### src/rtl/cpu_run_controller_pkg.sv
`default_nettype none
// ============================================================================
//  Module   : cpu_run_controller_pkg
//  Purpose  : Shared definitions for the CPU run controller. Holds the
//             controller state encoding, the default dump section lengths,
//             the dump_is_mem beat-type encodings and the dump index width.
//  Ports    : none (package)
//  Revision : 1.0  initial release
// ============================================================================
package cpu_run_controller_pkg;

   // Controller states, 3-bit encoded.
   typedef enum logic [2:0] {
      S_IDLE     = 3'd0,
      S_RUN      = 3'd1,
      S_DUMP_REG = 3'd2,
      S_DUMP_MEM = 3'd3,
      S_DONE     = 3'd4
   } state_t;

   // Default dump section lengths.
   localparam int c_NUM_REGS_DEF  = 32;
   localparam int c_MEM_WORDS_DEF = 64;

   // Beat-type encodings carried on dump_is_mem.
   localparam logic c_BEAT_REG = 1'b0;
   localparam logic c_BEAT_MEM = 1'b1;

   // Width of the dump beat index (matches the dump_index port).
   localparam int c_IDX_W = 7;

   // Last valid index of a section holding n beats.
   function automatic logic [c_IDX_W-1:0] last_idx(input int n);
      return c_IDX_W'(n - 1);
   endfunction

endpackage : cpu_run_controller_pkg
`default_nettype wire

### src/rtl/cpu_run_controller_dump_sequencer.sv
`default_nettype none
// ============================================================================
//  Module   : cpu_run_controller_dump_sequencer
//  Purpose  : Beat index counter for the state dump. Advances on each
//             valid/ready transfer and wraps to zero after the last beat of
//             the current section, so the next section starts at index 0.
//  Ports    : clk, rst_n      clock / async active-low reset
//             i_clear         force index to 0 (new run accepted)
//             i_advance       a beat was transferred this cycle
//             i_last_idx      last index of the current section
//             o_index         current beat index
//             o_last          current beat is the last of the section
//  Revision : 1.0  initial release
// ============================================================================
module cpu_run_controller_dump_sequencer
   import cpu_run_controller_pkg::*;
#(
   parameter int IDX_W = c_IDX_W
) (
   input  logic             clk,
   input  logic             rst_n,
   input  logic             i_clear,
   input  logic             i_advance,
   input  logic [IDX_W-1:0] i_last_idx,
   output logic [IDX_W-1:0] o_index,
   output logic             o_last
);

   logic [IDX_W-1:0] r_index;

   assign o_last  = (r_index == i_last_idx);
   assign o_index = r_index;

   always_ff @(posedge clk or negedge rst_n) begin
      if (!rst_n) begin
         r_index <= '0;
      end else if (i_clear) begin
         r_index <= '0;
      end else if (i_advance) begin
         // Wrapping on the last beat hands the next section a clean index.
         r_index <= o_last ? '0 : r_index + 1'b1;
      end
   end

endmodule : cpu_run_controller_dump_sequencer
`default_nettype wire

### src/rtl/cpu_run_controller.sv
`default_nettype none
// ============================================================================
//  Module   : cpu_run_controller
//  Purpose  : Sequences a single-cycle MIPS datapath. Runs the CPU for a
//             bounded number of clocks (or until a PC self-loop is seen),
//             then halts it and streams all registers followed by the
//             data-memory words over a valid/ready port.
//  Ports    : clk, rst_n              clock / async active-low reset
//             i_start, i_max_cycles   run request and cycle budget
//             i_pc, i_pc_new          current / next PC from the CPU
//             o_cpu_en                CPU may advance PC and write state
//             o_dbg_reg_sel/_a        register read-port override
//             i_dbg_reg_rd            register read data
//             o_dbg_mem_sel/_a        data-memory address override
//             i_dbg_mem_rd            data-memory read data
//             o_dump_*/i_dump_ready   dump stream (valid/ready)
//             o_busy, o_done          run / dump status
//             o_halted_early          last run ended on PC self-loop
//             o_cycle_count           enabled cycles of last/current run
//  Revision : 1.0  initial release
// ============================================================================
module cpu_run_controller
   import cpu_run_controller_pkg::*;
#(
   parameter int CNT_W       = 32,
   parameter int NUM_REGS    = c_NUM_REGS_DEF,
   parameter int MEM_WORDS   = c_MEM_WORDS_DEF,
   parameter int HALT_DETECT = 1
) (
   input  logic             clk,
   input  logic             rst_n,
   input  logic             i_start,
   input  logic [CNT_W-1:0] i_max_cycles,
   input  logic [31:0]      i_pc,
   input  logic [31:0]      i_pc_new,
   output logic             o_cpu_en,
   output logic             o_dbg_reg_sel,
   output logic [4:0]       o_dbg_reg_a,
   input  logic [31:0]      i_dbg_reg_rd,
   output logic             o_dbg_mem_sel,
   output logic [31:0]      o_dbg_mem_a,
   input  logic [31:0]      i_dbg_mem_rd,
   output logic             o_dump_valid,
   input  logic             i_dump_ready,
   output logic             o_dump_is_mem,
   output logic [6:0]       o_dump_index,
   output logic [31:0]      o_dump_data,
   output logic             o_busy,
   output logic             o_done,
   output logic             o_halted_early,
   output logic [CNT_W-1:0] o_cycle_count
);

   state_t               r_state;
   state_t               w_next_state;
   logic [CNT_W-1:0]     r_budget;
   logic [CNT_W-1:0]     r_cycle_count;
   logic                 r_halted_early;

   logic                 w_start_ok;
   logic                 w_transfer;
   logic [CNT_W:0]       w_cnt_plus1;
   logic                 w_budget_hit;
   logic                 w_halt_hit;
   logic                 w_cnt_sat;
   logic [c_IDX_W-1:0]   w_index;
   logic [c_IDX_W-1:0]   w_last_idx;
   logic                 w_last;

   // ------------------------------------------------------------------------
   // Condition decode
   // ------------------------------------------------------------------------
   assign w_start_ok = i_start && ((r_state == S_IDLE) || (r_state == S_DONE));
   assign w_transfer = o_dump_valid && i_dump_ready;

   // One extra bit so the compare is exact even when the count is all-ones.
   assign w_cnt_plus1  = {1'b0, r_cycle_count} + {{CNT_W{1'b0}}, 1'b1};
   assign w_budget_hit = (w_cnt_plus1 == {1'b0, r_budget});
   assign w_halt_hit   = (HALT_DETECT != 0) && (i_pc_new == i_pc);
   assign w_cnt_sat    = &r_cycle_count;

   // Section length follows the state; DUMP_REG is also the value used while
   // idle, which is harmless because the index only advances on transfers.
   assign w_last_idx = (r_state == S_DUMP_MEM) ? last_idx(MEM_WORDS)
                                               : last_idx(NUM_REGS);

   // ------------------------------------------------------------------------
   // Dump beat index
   // ------------------------------------------------------------------------
   cpu_run_controller_dump_sequencer #(
      .IDX_W (c_IDX_W)
   ) u_dump_seq (
      .clk        (clk),
      .rst_n      (rst_n),
      .i_clear    (w_start_ok),
      .i_advance  (w_transfer),
      .i_last_idx (w_last_idx),
      .o_index    (w_index),
      .o_last     (w_last)
   );

   // ------------------------------------------------------------------------
   // State register
   // ------------------------------------------------------------------------
   always_ff @(posedge clk or negedge rst_n) begin
      if (!rst_n) begin
         r_state <= S_IDLE;
      end else begin
         r_state <= w_next_state;
      end
   end

   // ------------------------------------------------------------------------
   // Next-state logic
   // ------------------------------------------------------------------------
   always_comb begin
      w_next_state = r_state;
      case (r_state)
         S_IDLE, S_DONE: begin
            if (w_start_ok) begin
               w_next_state = (i_max_cycles == '0) ? S_DUMP_REG : S_RUN;
            end
         end
         S_RUN: begin
            if (w_budget_hit || w_halt_hit) begin
               w_next_state = S_DUMP_REG;
            end
         end
         S_DUMP_REG: begin
            if (w_transfer && w_last) begin
               w_next_state = S_DUMP_MEM;
            end
         end
         S_DUMP_MEM: begin
            if (w_transfer && w_last) begin
               w_next_state = S_DONE;
            end
         end
         default: w_next_state = S_IDLE;
      endcase
   end

   // ------------------------------------------------------------------------
   // Run bookkeeping: budget, cycle counter, halt flag
   // ------------------------------------------------------------------------
   always_ff @(posedge clk or negedge rst_n) begin
      if (!rst_n) begin
         r_budget       <= '0;
         r_cycle_count  <= '0;
         r_halted_early <= 1'b0;
      end else if (w_start_ok) begin
         r_budget       <= i_max_cycles;
         r_cycle_count  <= '0;
         r_halted_early <= 1'b0;
      end else if (r_state == S_RUN) begin
         if (!w_cnt_sat) begin
            r_cycle_count <= r_cycle_count + 1'b1;
         end
         // Halt detect wins when it coincides with the budget edge.
         if (w_halt_hit) begin
            r_halted_early <= 1'b1;
         end
      end
   end

   // ------------------------------------------------------------------------
   // Moore output decode
   // ------------------------------------------------------------------------
   always_comb begin
      o_cpu_en      = 1'b0;
      o_dbg_reg_sel = 1'b0;
      o_dbg_reg_a   = 5'd0;
      o_dbg_mem_sel = 1'b0;
      o_dbg_mem_a   = 32'd0;
      o_dump_valid  = 1'b0;
      o_dump_is_mem = c_BEAT_REG;
      o_dump_index  = 7'd0;
      o_dump_data   = 32'd0;
      o_busy        = 1'b0;
      o_done        = 1'b0;
      case (r_state)
         S_RUN: begin
            o_cpu_en = 1'b1;
            o_busy   = 1'b1;
         end
         S_DUMP_REG: begin
            o_dbg_reg_sel = 1'b1;
            o_dbg_reg_a   = w_index[4:0];
            o_dump_valid  = 1'b1;
            o_dump_is_mem = c_BEAT_REG;
            o_dump_index  = w_index;
            o_dump_data   = i_dbg_reg_rd;
            o_busy        = 1'b1;
         end
         S_DUMP_MEM: begin
            o_dbg_mem_sel = 1'b1;
            o_dbg_mem_a   = {{(32-c_IDX_W-2){1'b0}}, w_index, 2'b00};
            o_dump_valid  = 1'b1;
            o_dump_is_mem = c_BEAT_MEM;
            o_dump_index  = w_index;
            o_dump_data   = i_dbg_mem_rd;
            o_busy        = 1'b1;
         end
         S_DONE: begin
            o_done = 1'b1;
         end
         default: begin
         end
      endcase
   end

   assign o_halted_early = r_halted_early;
   assign o_cycle_count  = r_cycle_count;

endmodule : cpu_run_controller
`default_nettype wire

### config.mk
export PLATFORM = sky130hd
export DESIGN_NAME = cpu_run_controller
export DESIGN_NICKNAME = d
export VERILOG_FILES = /design/src/rtl/cpu_run_controller_pkg.sv /design/src/rtl/cpu_run_controller_dump_sequencer.sv /design/src/rtl/cpu_run_controller.sv
export SDC_FILE = /design/constraint.sdc
export NUM_CORES = 1
export LEC_CHECK = 0
export CAP_MARGIN = 20
export CORE_UTILIZATION = 30
export DETAILED_ROUTE_END_ITERATION = 16
export HOLD_SLACK_MARGIN = 0.08
export PLACE_DENSITY = 0.65
export SLEW_MARGIN = 20
export SYNTH_ARGS = -nofsm -noshare
export SYNTH_HDL_FRONTEND = slang
export SYNTH_SLANG_ARGS = --single-unit
### constraint.sdc
create_clock -name clk -period 2.5 [get_ports clk]
set_input_delay 0.625 -clock clk [delete_from_list [all_inputs] [get_ports clk]]
set_output_delay 0.625 -clock clk [all_outputs]
set_load 0.005 [all_outputs]
==> key figures <==
Setup path
  – Reg-to-Reg End: r_state[0]
  – Critical Path Max Stage Delay: 440 ps
  – Critical Path RT: 2740 ps
  – Worst R2R Start: o_cycle_count[1]
  – FF-to-FF setup slack: 40 ps
  – Crit-path slowest cell: dfrtp_2
  – Critical-path maximum fanout: 6
  – Critical path type: reg2reg
  – Worst R2R Path Depth: 12
  – CP Cell Sequence: buf_4 > nand4_1 > buf_4 > nor2_2 > and3_1 > buf_4 > buf_4 > nand2_1 > a22oi_1 > nor4_2 > a41oi_2 > a211o_1
  – Largest delay share family, worst path: simple AND/OR/NAND/NOR gates
  – Critical path buffers and inverters: 4
  – Setup crit end kind: flip-flop
  – CP Launch Type: flip-flop
  – Critical Path AT: 2690 ps
  – CP most frequent cell: buf_4

Timing
  – Setup violations, final: 0
  – Fmax: 407 MHz
  – Tcrit/Tclk final: 0.982
  – Final setup skew: 10.5 ps
  – RSZ-0062 raised after global routing: yes
  – Least-Margin Pin Slew: 624 ps
  – Worst Hold Margin: 269 ps
  – Crit path time final: 2460 ps
  – Fin. Hold Viols: 0
  – Max Transition Viols Final: 0
  – Slew HR: 0.580

Routing
  – Via Count: 6378
  – ANT nets after route: 0
  – Drt drc: 0
  – DRT Pass-1 Iters: 5
  – Final wirelength: 21100 um
  – Post-DR vias/cell: 4.85
  – Routed len/inst: 16.1 um
  – DRT iter0 DRCs: 267

Layout
  – Antenna diodes: 0
  – Filler cells: 1766
  – Seq. cell area: 1890 sq um
  – Area growth from synthesis to layout: 66.8%
  – Area of the multi-input gates: 3690 sq um
  – Final Core Density: 0.515
  – Share of cells above drive strength 1: 0.145
  – Final #Nets: 1217

Clocking
  – H-tree levels: 3
  – CTS Hold Bufs: 0
  – CTS tree: built
  – CTS clock-pin slew for the worst setup and hold paths: 60 ps
  – Skew-Pair Late Insertion Delay: 350 ps
  – Root buffer cell: clkbuf_16
  – Clock sinks: 75
  – TritonCTS buffer count: 9
  – Buffer depth of the longest clock path: 2

Outcome
  – Status: finished, final reports clean

Die
  – Die H: 141 um
  – Die width: 141 um
  – Starting Density: 0.309
  – I/O Pins: 280
  – Die ar.: 19900 sq um
  – Num rows: 50
  – Core ar.: 18800 sq um

GRT
  – Initial antenna violation count: 0
  – GR Util All Layers: 0.213
  – Global route overflow: 0
  – First-pass GRT wire length: 32700 um
  – Vias in the first global route: 6189
  – Largest net degree at the start of global routing: 42

Place
  – IO Port Bufs: 254
  – GP Congestion: 0.876
  – Hpwl dp: 16900 um

Yosys
  – Synth Flop Type: dfrtp_1
  – Synth cell count leaders: nand2_1 (134), dfrtp_1 (75), nor2_1 (70)
  – Synth unique cells: 53
  – Post-synth EDFFs: 0
  – Area leader, netlist: dfrtp_1
  – Top cells by area, synth: dfrtp_1 (32%), nand2_1 (8.6%), xnor2_1 (8.4%)
  – Synth Register Bits: 75
  – Mapped Cells: 739
  – FFs w/ async S/R, synth: 1.00
  – Seq/Total Area, Yosys: 0.323
  – Post-synth design cell area: 5820 sq um
  – Post-Syn Area per Cell: 7.87 sq um
  – Ys Warns: 0
  – Share of the synthesized area in the top cell type: 0.323
  – Count leader, synth: nand2_1

Pwr
  – Pleak: 4.63 nW
  – Worst VDD drop: 516 uV
  – Pwr Density: 759 nW/um^2

Job
  – Max cap viols: 0

Worst hold path
  – Worst hold path type: in2async
==> per-layer routing <==
| metal | vias to the layer above | wire [um] | global-route usage |
|---|---|---|---|
| li1 | 3132 | - | - |
| met5 | - | 0 | 0 |
| met1 | 3026 | 8470 | 0.250 |
| met2 | 200 | 11100 | 0.382 |
| met4 | 0 | 339 | 0.0646 |
| met3 | 20 | 1250 | 0.0486 |
==> state kept, by name, indices dropped and copies added (netlist names) <==
name / cells
o_cycle_count: 32
r_budget: 32
u_dump_seq.o_index: 7
r_state: 3
o_halted_early: 1
==> where the power goes <==
group | internal, W | switching (W)
Clock | 0.000871 | 0.000521
Sequential | 0.00155 | 0.000353
Combinational | 0.00207 | 0.00200
==> area by class of cell <==
cell class                 count  share of cell area
tap                          260              0.0335
timing repair buffer         351               0.357
clock buffer                  11              0.0240
clock inverter                 5             0.00800
sequential                    75               0.194
timing repair inverter         1            0.000774
multi-input combinational    606               0.380
inverter                       6             0.00258
==> logic make-up (layout without fill, tap and decap cells) <==
logic type,Yosys count,after routing,share of synthesized area
AOI/OAI and AO/OA,119,119,0.123
adders and majority gates,3,3,0.00646
muxes,34,34,0.0587
xor gates and xnor gates,78,78,0.117
other,1,25,0.000645
buffers and inverters,82,374,0.0792
and+or+nand+nor,347,347,0.292
DFF,75,75,0.323
==> worst max path at each step <==
stage | end | slack (ps) | cells after the start | start
6_report | r_state[0] | 40 | 12 | o_cycle_count[1]
5_1_grt | r_state[0] | -100 | 9 | o_cycle_count[0]
4_1_cts | o_done | -10 | 4 | r_state[1]
3_5_place_dp | r_state[0] | -110 | 6 | i_max_cycles[26]
3_3_place_gp | r_state[0] | -130 | 7 | i_max_cycles[14]
2_1_floorplan | r_state[0] | 10 | 9 | r_state[2]
==> timing repair <==
item	CTS	global route
setup endpoints to repair	30	49
resized for setup	13	51
setup buffers	3	5
pin swaps	1	9
cloned	1	2
==> placed cells by master (no fill, tap or decap), drive strengths merged, types with 8 or more instances in the layout <==
master         synthesis  routed
clkdlybuf4s50          0     220
nand2                134     134
buf                   56      95
dfrtp                 75      75
nor2                  72      72
xnor2                 56      56
o21ai                 51      51
mux2i                 33      33
dlymetal6s2s           0      32
nand4                 27      27
a21oi                 25      25
conb                   1      25
xor2                  22      22
nand3                 20      20
and2                  20      20
nor4                  17      17
and3                  15      15
o31ai                 14      14
clkbuf                20      14
nor3                  11      11
and4                   8       8
==> per-stage QoR <==
stage | TNS (ps) | total power (W) | worst slack (ps) | instance area [sq um] | cells
finish | 0 | 0.00737 | 44.3 | 9700 | 1315
floorplan | 0 | 0.00396 | 11.9 | 5920 | 763
detailed placement | -112 | 0.00574 | -105 | 9070 | 1288
CTS | -9.53 | 0.00722 | -9.53 | 9450 | 1308
global placement | -160 | 0.00568 | -127 | 9070 | 1288
global route | -107 | 0.00785 | -99.5 | 9700 | 1315
==> worst register-to-register path: stages (launching register included) <==
cell and delay, ps:
dfrtp_2 440, buf_4 140, nand4_1 130, buf_4 150, nor2_2 40, and3_1 170
buf_4 160, buf_4 150, nand2_1 80, a22oi_1 120, nor4_2 310, a41oi_2 180
a211o_1 250
(Power assumes the default switching activity.)
